## src/rtl/mem_stage_lsu.sv

```systemverilog
// mem_stage_lsu: memory-stage load/store unit.
//
// Takes the M-stage control/data from the EX/M pipeline register and runs one
// req/ack transaction per load/store on the data-memory port.  Stores get
// byte enables and lane-replicated data.  Loads get the selected byte/half
// sign- or zero-extended.  stall_M holds the front of the pipeline until
// the access completes or times out.
//
// Optional feature: define MISALIGN_TRAP_EN to add the misalign_M output.
// Misaligned accesses then complete without touching memory.
//
// Ports
//   clk, rst_n                 clock (rising edge), async active-low reset
//   memRead_M, memWrite_M      load / store request (store wins if both set)
//   mode_M[2:0]                funct3 access size/signedness
//   alu_rsl_M[31:0]            effective byte address
//   write_Data_M[31:0]         store data (value in LSBs)
//   stall_M                    freeze IF..M while high
//   load_data_M[31:0]          extended load result
//   load_valid_M               1-cycle pulse, load_data_M valid
//   bus_err_M                  1-cycle pulse, access aborted on timeout
//   misalign_M                 1-cycle pulse, misaligned access (MISALIGN_TRAP_EN only)
//   dmem_req/we/addr/be/wdata  memory request, held stable until ack
//   dmem_ack, dmem_rdata       memory completion and read word

module mem_stage_lsu #(
    parameter int unsigned TIMEOUT_CYCLES = 255,
    parameter int unsigned CNT_W          = 8
) (
    input  logic        clk,
    input  logic        rst_n,
    input  logic        memRead_M,
    input  logic        memWrite_M,
    input  logic [2:0]  mode_M,
    input  logic [31:0] alu_rsl_M,
    input  logic [31:0] write_Data_M,
    output logic        stall_M,
    output logic [31:0] load_data_M,
    output logic        load_valid_M,
    output logic        bus_err_M,
`ifdef MISALIGN_TRAP_EN
    output logic        misalign_M,
`endif
    output logic        dmem_req,
    output logic        dmem_we,
    output logic [31:0] dmem_addr,
    output logic [3:0]  dmem_be,
    output logic [31:0] dmem_wdata,
    input  logic        dmem_ack,
    input  logic [31:0] dmem_rdata
);

    typedef enum logic [1:0] {StIdle, StWait, StDone} state_e;

    state_e          r_state;
    state_e          w_state_next;

    logic            r_we;
    logic            r_rd;
    logic            r_err;
    logic [29:0]     r_waddr;
    logic [1:0]      r_a;
    logic [3:0]      r_be;
    logic [31:0]     r_wdata;
    logic [2:0]      r_mode;
    logic [CNT_W-1:0] r_cnt;
    logic [31:0]     r_load_data;

    logic            w_acc;
    logic            w_is_byte;
    logic            w_is_half;
    logic [1:0]      w_a;
    logic [3:0]      w_be;
    logic [31:0]     w_wdata;
    logic            w_misalign;
    logic            w_timeout;
    logic [7:0]      w_byte;
    logic [15:0]     w_half;
    logic [31:0]     w_load_ext;

    assign w_acc     = memRead_M | memWrite_M;
    assign w_a       = alu_rsl_M[1:0];
    // mode[1:0]: 00 byte, 01 half, anything else (incl. undefined codes) word.
    assign w_is_byte = (mode_M[1:0] == 2'b00);
    assign w_is_half = (mode_M[1:0] == 2'b01);
    assign w_timeout = (r_cnt == CNT_W'(TIMEOUT_CYCLES - 1));

`ifdef MISALIGN_TRAP_EN
    assign w_misalign = (w_is_half & w_a[0]) | (~w_is_byte & ~w_is_half & (w_a != 2'b00));
`else
    assign w_misalign = 1'b0;
`endif

    // Lane enables and replicated store data.
    always_comb begin
        w_be    = 4'b1111;
        w_wdata = write_Data_M;
        if (w_is_byte) begin
            w_be    = 4'b0001 << w_a;
            w_wdata = {4{write_Data_M[7:0]}};
        end else if (w_is_half) begin
            w_be    = w_a[1] ? 4'b1100 : 4'b0011;
            w_wdata = {2{write_Data_M[15:0]}};
        end
    end

    // Load lane select and extension, using the mode/offset latched at issue.
    always_comb begin
        w_byte = dmem_rdata[7:0];
        unique case (r_a)
            2'd0: w_byte = dmem_rdata[7:0];
            2'd1: w_byte = dmem_rdata[15:8];
            2'd2: w_byte = dmem_rdata[23:16];
            2'd3: w_byte = dmem_rdata[31:24];
            default: w_byte = dmem_rdata[7:0];
        endcase
        w_half     = r_a[1] ? dmem_rdata[31:16] : dmem_rdata[15:0];
        w_load_ext = dmem_rdata;
        if (r_mode[1:0] == 2'b00) begin
            w_load_ext = {{24{w_byte[7] & ~r_mode[2]}}, w_byte};
        end else if (r_mode[1:0] == 2'b01) begin
            w_load_ext = {{16{w_half[15] & ~r_mode[2]}}, w_half};
        end
    end

    // Next-state logic.
    always_comb begin
        w_state_next = r_state;
        unique case (r_state)
            StIdle: begin
                if (w_acc) w_state_next = w_misalign ? StDone : StWait;
            end
            StWait: begin
                if (dmem_ack || w_timeout) w_state_next = StDone;
            end
            StDone:  w_state_next = StIdle;
            default: w_state_next = StIdle;
        endcase
    end

    always_ff @(posedge clk or negedge rst_n) begin
        if (!rst_n) begin
            r_state <= StIdle;
        end else begin
            r_state <= w_state_next;
        end
    end

    // Request capture, wait counter and load result.
    always_ff @(posedge clk or negedge rst_n) begin
        if (!rst_n) begin
            r_we        <= 1'b0;
            r_rd        <= 1'b0;
            r_err       <= 1'b0;
            r_waddr     <= '0;
            r_a         <= '0;
            r_be        <= '0;
            r_wdata     <= '0;
            r_mode      <= '0;
            r_cnt       <= '0;
            r_load_data <= '0;
        end else begin
            unique case (r_state)
                StIdle: begin
                    r_err <= 1'b0;
                    r_cnt <= '0;
                    if (w_acc) begin
                        r_we    <= memWrite_M;
                        // A misaligned load never produces data.
                        r_rd    <= memRead_M & ~memWrite_M & ~w_misalign;
                        r_waddr <= alu_rsl_M[31:2];
                        r_a     <= w_a;
                        r_be    <= w_be;
                        r_wdata <= w_wdata;
                        r_mode  <= mode_M;
                    end
                end
                StWait: begin
                    if (dmem_ack) begin
                        if (r_rd) r_load_data <= w_load_ext;
                    end else if (w_timeout) begin
                        r_err       <= 1'b1;
                        r_load_data <= '0;
                    end else begin
                        r_cnt <= r_cnt + 1'b1;
                    end
                end
                default: begin
                    r_err <= r_err;
                end
            endcase
        end
    end

`ifdef MISALIGN_TRAP_EN
    logic r_mis;

    always_ff @(posedge clk or negedge rst_n) begin
        if (!rst_n) begin
            r_mis <= 1'b0;
        end else if (r_state == StIdle) begin
            r_mis <= w_acc & w_misalign;
        end
    end

    assign misalign_M = (r_state == StDone) & r_mis;
`endif

    // Request is live exactly while waiting; async reset forces StIdle so it drops at once.
    assign dmem_req     = (r_state == StWait);
    assign dmem_we      = r_we;
    assign dmem_addr    = {r_waddr, 2'b00};
    assign dmem_be      = r_be;
    assign dmem_wdata   = r_wdata;
    assign stall_M      = (r_state == StWait) | ((r_state == StIdle) & w_acc & rst_n);
    assign load_valid_M = (r_state == StDone) & r_rd & ~r_err;
    assign bus_err_M    = (r_state == StDone) & r_err;
    assign load_data_M  = r_load_data;

endmodule

```

## config.mk

```make
export PLATFORM = sky130hd
export DESIGN_NAME = mem_stage_lsu
export DESIGN_NICKNAME = d
export VERILOG_FILES = /design/src/rtl/mem_stage_lsu.sv
export SDC_FILE = /design/constraint.sdc
export NUM_CORES = 1
export LEC_CHECK = 0
export ABC_AREA = 1
export CORE_MARGIN = 5
export CORE_UTILIZATION = 35
export DETAILED_ROUTE_END_ITERATION = 10
export PLACE_DENSITY = 0.77
export SLEW_MARGIN = 5
export SYNTH_ARGS = -nofsm -noshare
export SYNTH_HDL_FRONTEND = slang
export SYNTH_SLANG_ARGS = --single-unit
```

## constraint.sdc

```tcl
create_clock -name clk -period 1.7 [get_ports clk]
set_clock_uncertainty 0.05 [all_clocks]
set_input_delay 0.34 -clock clk [delete_from_list [all_inputs] [get_ports clk]]
set_output_delay 0.34 -clock clk [all_outputs]
set_load 0.005 [all_outputs]
```

==> metrics.csv, run 1 <==
metric;value;unit
overflow;0;
dp_slack;-0.336;ns
layout_setup_ws;0.00711;ns
nFillCells;1418;
via_count;5563;
grt_pass1_vias;5548;
die_w;137;um
antenna_found_initial;1;
cts.path.max_buffers;2;
grt_use_total;19.5;%
fin_nets;1042;
pwr-share-comb;46.3;%
synth_warnings;0;
criticalPathCategory;reg2out;
synth_ff_type;dfrtp_1;
row_count;46;
min_period_over_period;99.6;%
ys_types;35;
first_pass_iters;5;
cp.required;1.31;ns
status;finished, violations left;
cap_violations;0;
drive_gt1_share;14.6;%
n_antenna_cell;0;
die_h;137;um
yosys.area.top_type;dfrtp_1;
drtIter0Drc;387;
ios;209;
synth_common_cells;nand2_1 (249), dfrtp_1 (116), a21oi_1 (54);
vdd_ir_drop_max;808;uV
worstMarginPinSlew;0.648;ns
max_freq;591;MHz
timing.rr.end;load_data_M[0]$_DFFE_PN0P_;
clkPwrFrac;23.3;%
grt_setup_unrepaired;yes;
cts_tree;built;
p_int;10.1;mW
relSlewSlack;56.8;%
syn_inst;692;
die_area;18700;sq um
synth_area;5620;sq um
synth-seq-cells;116;
switchingPower;5.68;mW
clock-sinks;116;
yosysTopAreaCellShare;51.6;%
cp_max_fo;2;
syn_to_final_growth;60.5;%
finalSetupViolations;0;
root_buffer;clkbuf_16;
dp_hpwl;12700;um
power_switching_share;36.1;%
critPathLaunch;r_state[0]$_DFFE_PN0P_;
grt_pass1_wl;28600;um
yosysMostFrequentCell;nand2_1;
synth_edf_count;0;
grt_max_degree;117;
arrival;1.30;ns
portBuffers;206;
ant_nets;0;
seq_area_frac_synth;51.6;%
wl_per_cell;15.7;um
design_area;9020;sq um
hold_path.class;in2async;
r2r_start;r_state[1]$_DFFE_PN0P_;
period_minus_slack;1.69;ns
slew_viol_final;0;
fin_util;57.0;%
drt-vias-per-instance;4.78;
htreeDepth;4;
start_util;35.5;%
core;15800;sq um
drc;0;
globalplace.congestion;0.914;
hold_viol;3;
violations;hold timing;
drt-total-wl;18300;um
placed_cell_area;8120;sq um
insertion_delay;0.41;ns
r2r_cells;9;
cp-start-kind;register;
power_density;1740;nW/um^2
netlist_top_cells_area;dfrtp_1 (52%), nand2_1 (17%), a21oi_1 (4.8%), nand3_1 (3.8%), o21ai_0 (3.2%);
cts_buffers;17;
avgSynthCellArea;8.12;sq um
clkSlewWorstSetupHoldPaths;0.06;ns
seq_power_share;30.4;%
p_leak;4.90;nW
regToRegSetupSlack;0.05;ns
async_flop_share;100;%
worst_hold_slack;-0.00858;ns
end_kind;output port;
[worst max path at each step]
| stage | end |
|---|---|
| 2_1_floorplan | load_data_M[3]$_DFFE_PN0P_ |
| 5_1_grt | stall_M |
| 4_1_cts | stall_M |
| 3_5_place_dp | dmem_be[3]$_DFFE_PN0N_ |
| 3_3_place_gp | stall_M |
| 6_report | stall_M |
[power by group through the flow]
stage / Sequential [mW] / Combinational [mW] / Clock [mW]
after floorplan: 4.82 / 3.37 / 0
after global placement: 4.82 / 7.27 / 0
after detailed placement: 4.81 / 7.42 / 0
after CTS: 4.82 / 7.34 / 3.75
after global routing: 4.94 / 8.10 / 3.88
final: 4.78 / 7.28 / 3.67
[worst max-delay path, cell delays in order (launching register included)]
cell	delay, ns
dfrtp_1	0.41
nor2_4	0.15
o21ai_4	0.07
inv_2	0.06
nand2_1	0.04
nand2_1	0.05
buf_2	0.11
[logic make-up (layout without fill, tap and decap cells)]
logic type	after synthesis	after routing	synth area share (%)
AO/OA/AOI/OAI	123	123	12.5
XOR/XNOR	4	4	0.623
adder cells (fa/ha/maj)	2	2	0.445
buffers and inverters	87	343	7.19
flip-flops	116	116	51.6
other	1	2	0.0667
AND/OR/NAND/NOR	359	359	27.5
[per-stage QoR]
| step | setup TNS (ns) | std cells | power [mW] |
|---|---|---|---|
| after floorplan | 0 | 693 | 8.19 |
| after global placement | -8.56 | 1120 | 12.1 |
| after detailed placement | -12.49 | 1120 | 12.2 |
| after CTS | -0.0192 | 1154 | 15.9 |
| after global routing | -0.350 | 1165 | 16.9 |
| final | 0 | 1165 | 15.7 |
[flip-flops by register name, indices dropped and copies added (netlist names), 2 cells and up]
register / cells
r_cnt: 8
r_a: 2
load_data_M: 32
dmem_be: 4
r_mode: 3
r_state: 2
r_waddr: 30
dmem_wdata: 32
[area by class of cell]
class                      instances  area [sq um]  area share, %
clock buffer                      20           457           5.06
clock inverter                    12           154           1.71
inverter                          52           204           2.26
multi-input combinational        490          2360           26.2
sequential                       116          2900           32.2
tap                              216           270           3.00
timing repair buffer             259          2670           29.6
[placed cells by master (no fill, tap or decap), types with 2 or more instances in the layout]
cell	synthesis	routed
clkbuf_8	0	2
nand2_4	2	3
inv_2	6	8
clkinv_4	0	2
nor2_1	35	34
xor2_1	4	4
inv_4	2	2
nand3_1	43	43
nor2_2	3	3
nand3_4	2	2
dfrtp_1	116	115
buf_2	18	4
buf_4	3	43
clkinvlp_4	0	4
bufinv_16	0	3
o21ai_4	0	2
nand2_2	12	14
a31oi_1	8	8
clkdlybuf4s50_1	0	120
nand3_2	2	2
o311ai_1	2	2
dlymetal6s2s_1	0	59
buf_12	1	5
conb_1	1	2
o2111ai_1	7	7
dlygate4sd2_1	0	22
nand4_1	2	2
clkbuf_16	0	19
nor2_4	3	4
buf_6	3	4
a21oi_1	54	53
o21ai_0	36	36
or2_2	3	3
nand2_1	249	246
o211ai_1	11	11
clkinv_2	0	3
inv_1	42	40
[layer usage]
layer | up-vias | wire (um) | track usage [%]
met5 | - | 7 | 0
met4 | 2 | 299 | 5.71
met3 | 28 | 1880 | 7.65
met2 | 229 | 8330 | 29.9
met1 | 2580 | 7770 | 25.5
li1 | 2724 | - | -
[repair_timing]
action,4_1_cts,5_1_grt
hold buffers,0,0
setup buffers,2,10
gates cloned,0,2
endpoints found under the setup margin,28,102
pin swaps,4,4
hold endpoints to repair,0,0
resized for setup,45,70
Power figures use the tool's default switching activity.
==> run 2, diff against run 1 <==
Settings changed: REMOVE_ABC_BUFFERS from default to 1.
==> run 2 against run 1 <==
The run ends with hold timing, setup timing left; combinational power is 3.3% higher; worst setup slack worse by 0.13 ns; worst hold slack worse by 0.0043 ns; register-to-register slack better by 0.03 ns; via count is 1.6% higher; non-clock buffer count is 5 higher; critical path type unchanged; power is 1.2% higher; sequential power hardly changed; sequential cell count stayed put; cell area is 0.17% higher; sequential share of layout area is 0.053 points lower; largest power group unchanged.
==> metrics.csv, run 2 (synthesis gave the netlist of run 1 again) <==
metric;value;unit;change
via_count;5652;;+1.6%
dp_hpwl;12700;um;about the same
die_h;137;um;unchanged
slew_viol_final;0;;unchanged
cp.buffers_inverters;3;;+1
drt-vias-per-instance;4.83;;+1.2%
cts_buffers;17;;unchanged
cts_hold_buf;0;;unchanged
crit_family;flip-flops;;
path_cells;buf_6 -> nor2_4 -> o21ai_4 -> inv_2 -> nand2_1 -> nand2_1 -> buf_2;;
htreeDepth;4;;unchanged
grt_max_degree;117;;unchanged
ant_nets;0;;unchanged
drc;0;;unchanged
layout_setup_ws;-0.120;ns;-0.127 ns
grt_pass1_vias;5522;;-0.47%
ios;209;;unchanged
clock-sinks;116;;unchanged
drt-total-wl;18300;um;about the same
n_antenna_cell;0;;unchanged
globalplace.congestion;0.840;;-8.1%
grt_pass1_wl;28200;um;-1.4%
final_cell_count_no_fill;1170;;+0.43%
vdd_ir_drop_max;870;uV;+7.6%
antenna_found_initial;0;;-1
crit_end;stall_M;;
portBuffers;206;;unchanged
dp_cells;1118;;-0.18%
start_util;35.5;%;unchanged
drive_gt1_share;15.2;%;+0.55 points
violations;hold timing, setup timing;;
regToRegSetupSlack;0.08;ns;+0.03 ns
crit_top_cell;nand2_1;;
insertion_delay;0.41;ns;about the same
hold_path.class;in2async;;
worstMarginPinSlew;0.621;ns;-0.0268 ns
r2r_start;r_state[1]$_DFFE_PN0P_;;
max_stage_delay;0.40;ns;about the same
grt_use_total;19.3;%;-0.22 points
relSlewSlack;58.6;%;+1.8 points
status;finished, violations left;;
power_density;1760;nW/um^2;+1.0%
row_count;46;;unchanged
overflow;0;;unchanged
arrival;1.43;ns;+0.13 ns
die_w;137;um;unchanged
layout_commonest_cell;nand2_1;;
r2r_cells;8;;-1
p_leak;4.79;nW;-2.4%
dp_slack;-0.362;ns;-0.0252 ns
period_minus_slack;1.82;ns;+0.127 ns
cpMaxStageDelayCell;dfrtp_1;;
first_pass_iters;5;;unchanged
criticalPathCategory;reg2out;;
cts.path.max_buffers;2;;unchanged
end_kind;output port;;
syn_to_final_growth;60.8;%;
root_buffer;clkbuf_16;;
hold_viol;4;;+1
min_period_over_period;107;%;+7.5 points
timing.rr.end;dmem_be[3]$_DFFE_PN0N_;;
wl_per_cell;15.6;um;-0.38%
cts_tree;built;;
die_area;18700;sq um;unchanged
critPathLaunch;r_state[1]$_DFFE_PN0P_;;
drtIter0Drc;241;;-38%
core;15800;sq um;unchanged
worst_hold_slack;-0.0128;ns;-0.00426 ns
cp_max_fo;2;;unchanged
max_freq;549;MHz;-7.0%
cp.depth;7;;+1
fin_nets;1047;;+0.48%
clkSlewWorstSetupHoldPaths;0.05;ns;about the same
mostFrequentLayoutCells;nand2_1 (247), clkdlybuf4s50_1 (132), dfrtp_1 (115);;
grt_setup_unrepaired;yes;;
cp.required;1.31;ns;about the same
cp-start-kind;register;;
finalSetupViolations;1;;+1
cap_violations;0;;unchanged
[run 2: final cells by class]
type | count | area [sq um]
fillers | 1380 | 6790
flip-flops and latches | 116 | 2900
repair buffers | 264 | 2690
multi-input cells | 490 | 2370
clock buffers | 21 | 460
well taps | 216 | 270
inverters | 52 | 206
clock inverters | 11 | 133
[run 2: repair_timing]
item                                   in CTS  in global routing
setup buffers                               5                 14
resized for setup                          48                 58
gates cloned                                0                  2
pin swaps                                   2                  3
endpoints found under the hold margin       0                  0
setup endpoints to repair                  33                 95
[run 2: worst register-to-register path, cell delays in order, from the launching register on]
cell	delay [ns]
dfrtp_1	0.40
buf_6	0.13
nor2_4	0.15
o21ai_4	0.08
inv_2	0.06
buf_4	0.11
buf_12	0.22
nand2_1	0.17
o211ai_1	0.18
[run 2: per-stage QoR]
stage	hold WS (ns)	util (%)	power, mW	cell area, sq um	TNS (ns)
final	-0.0128	57.1	15.9	9040	-0.120
after detailed placement	0.418	51.3	12.2	8120	-12.68
after CTS	0.0248	55.2	15.8	8730	-0.665
after global placement	0.408	51.3	12.0	8120	-9.88
after floorplan	-0.00559	-	7.83	5420	-83.58
after global routing	0.0373	57.1	17.0	9040	-0.312
[run 2: worst min path at each step]
| stage | cells past startpoint | end | start |
|---|---|---|---|
| CTS | 2 | dmem_wdata[16]$_DFFE_PN0N_ | rst_n |
| global route | 2 | dmem_wdata[16]$_DFFE_PN0N_ | rst_n |
| global placement | 2 | load_data_M[7]$_DFFE_PN0P_ | load_data_M[7]$_DFFE_PN0P_ |
| floorplan | 0 | dmem_be[0]$_DFFE_PN0N_ | rst_n |
| detailed placement | 2 | r_waddr[17]$_DFFE_PN0N_ | r_waddr[17]$_DFFE_PN0N_ |
| finish | 2 | dmem_wdata[16]$_DFFE_PN0N_ | rst_n |
[run 2: metal layers]
| metal | up-vias | global-route usage, % | share of wire, % |
|---|---|---|---|
| met3 | 28 | 5.88 | 7.8 |
| li1 | 2737 | - | - |
| met4 | 0 | 6.49 | 2.0 |
| met2 | 207 | 31.6 | 49 |
| met5 | - | 0 | 0 |
| met1 | 2680 | 24.3 | 41 |
[run 2: report_power, final]
part	switching (mW)	internal (mW)	total, mW
clock network	1.26	2.36	3.62
registers	0.744	4.03	4.77
logic	3.73	3.79	7.52
total	5.74	10.2	15.9
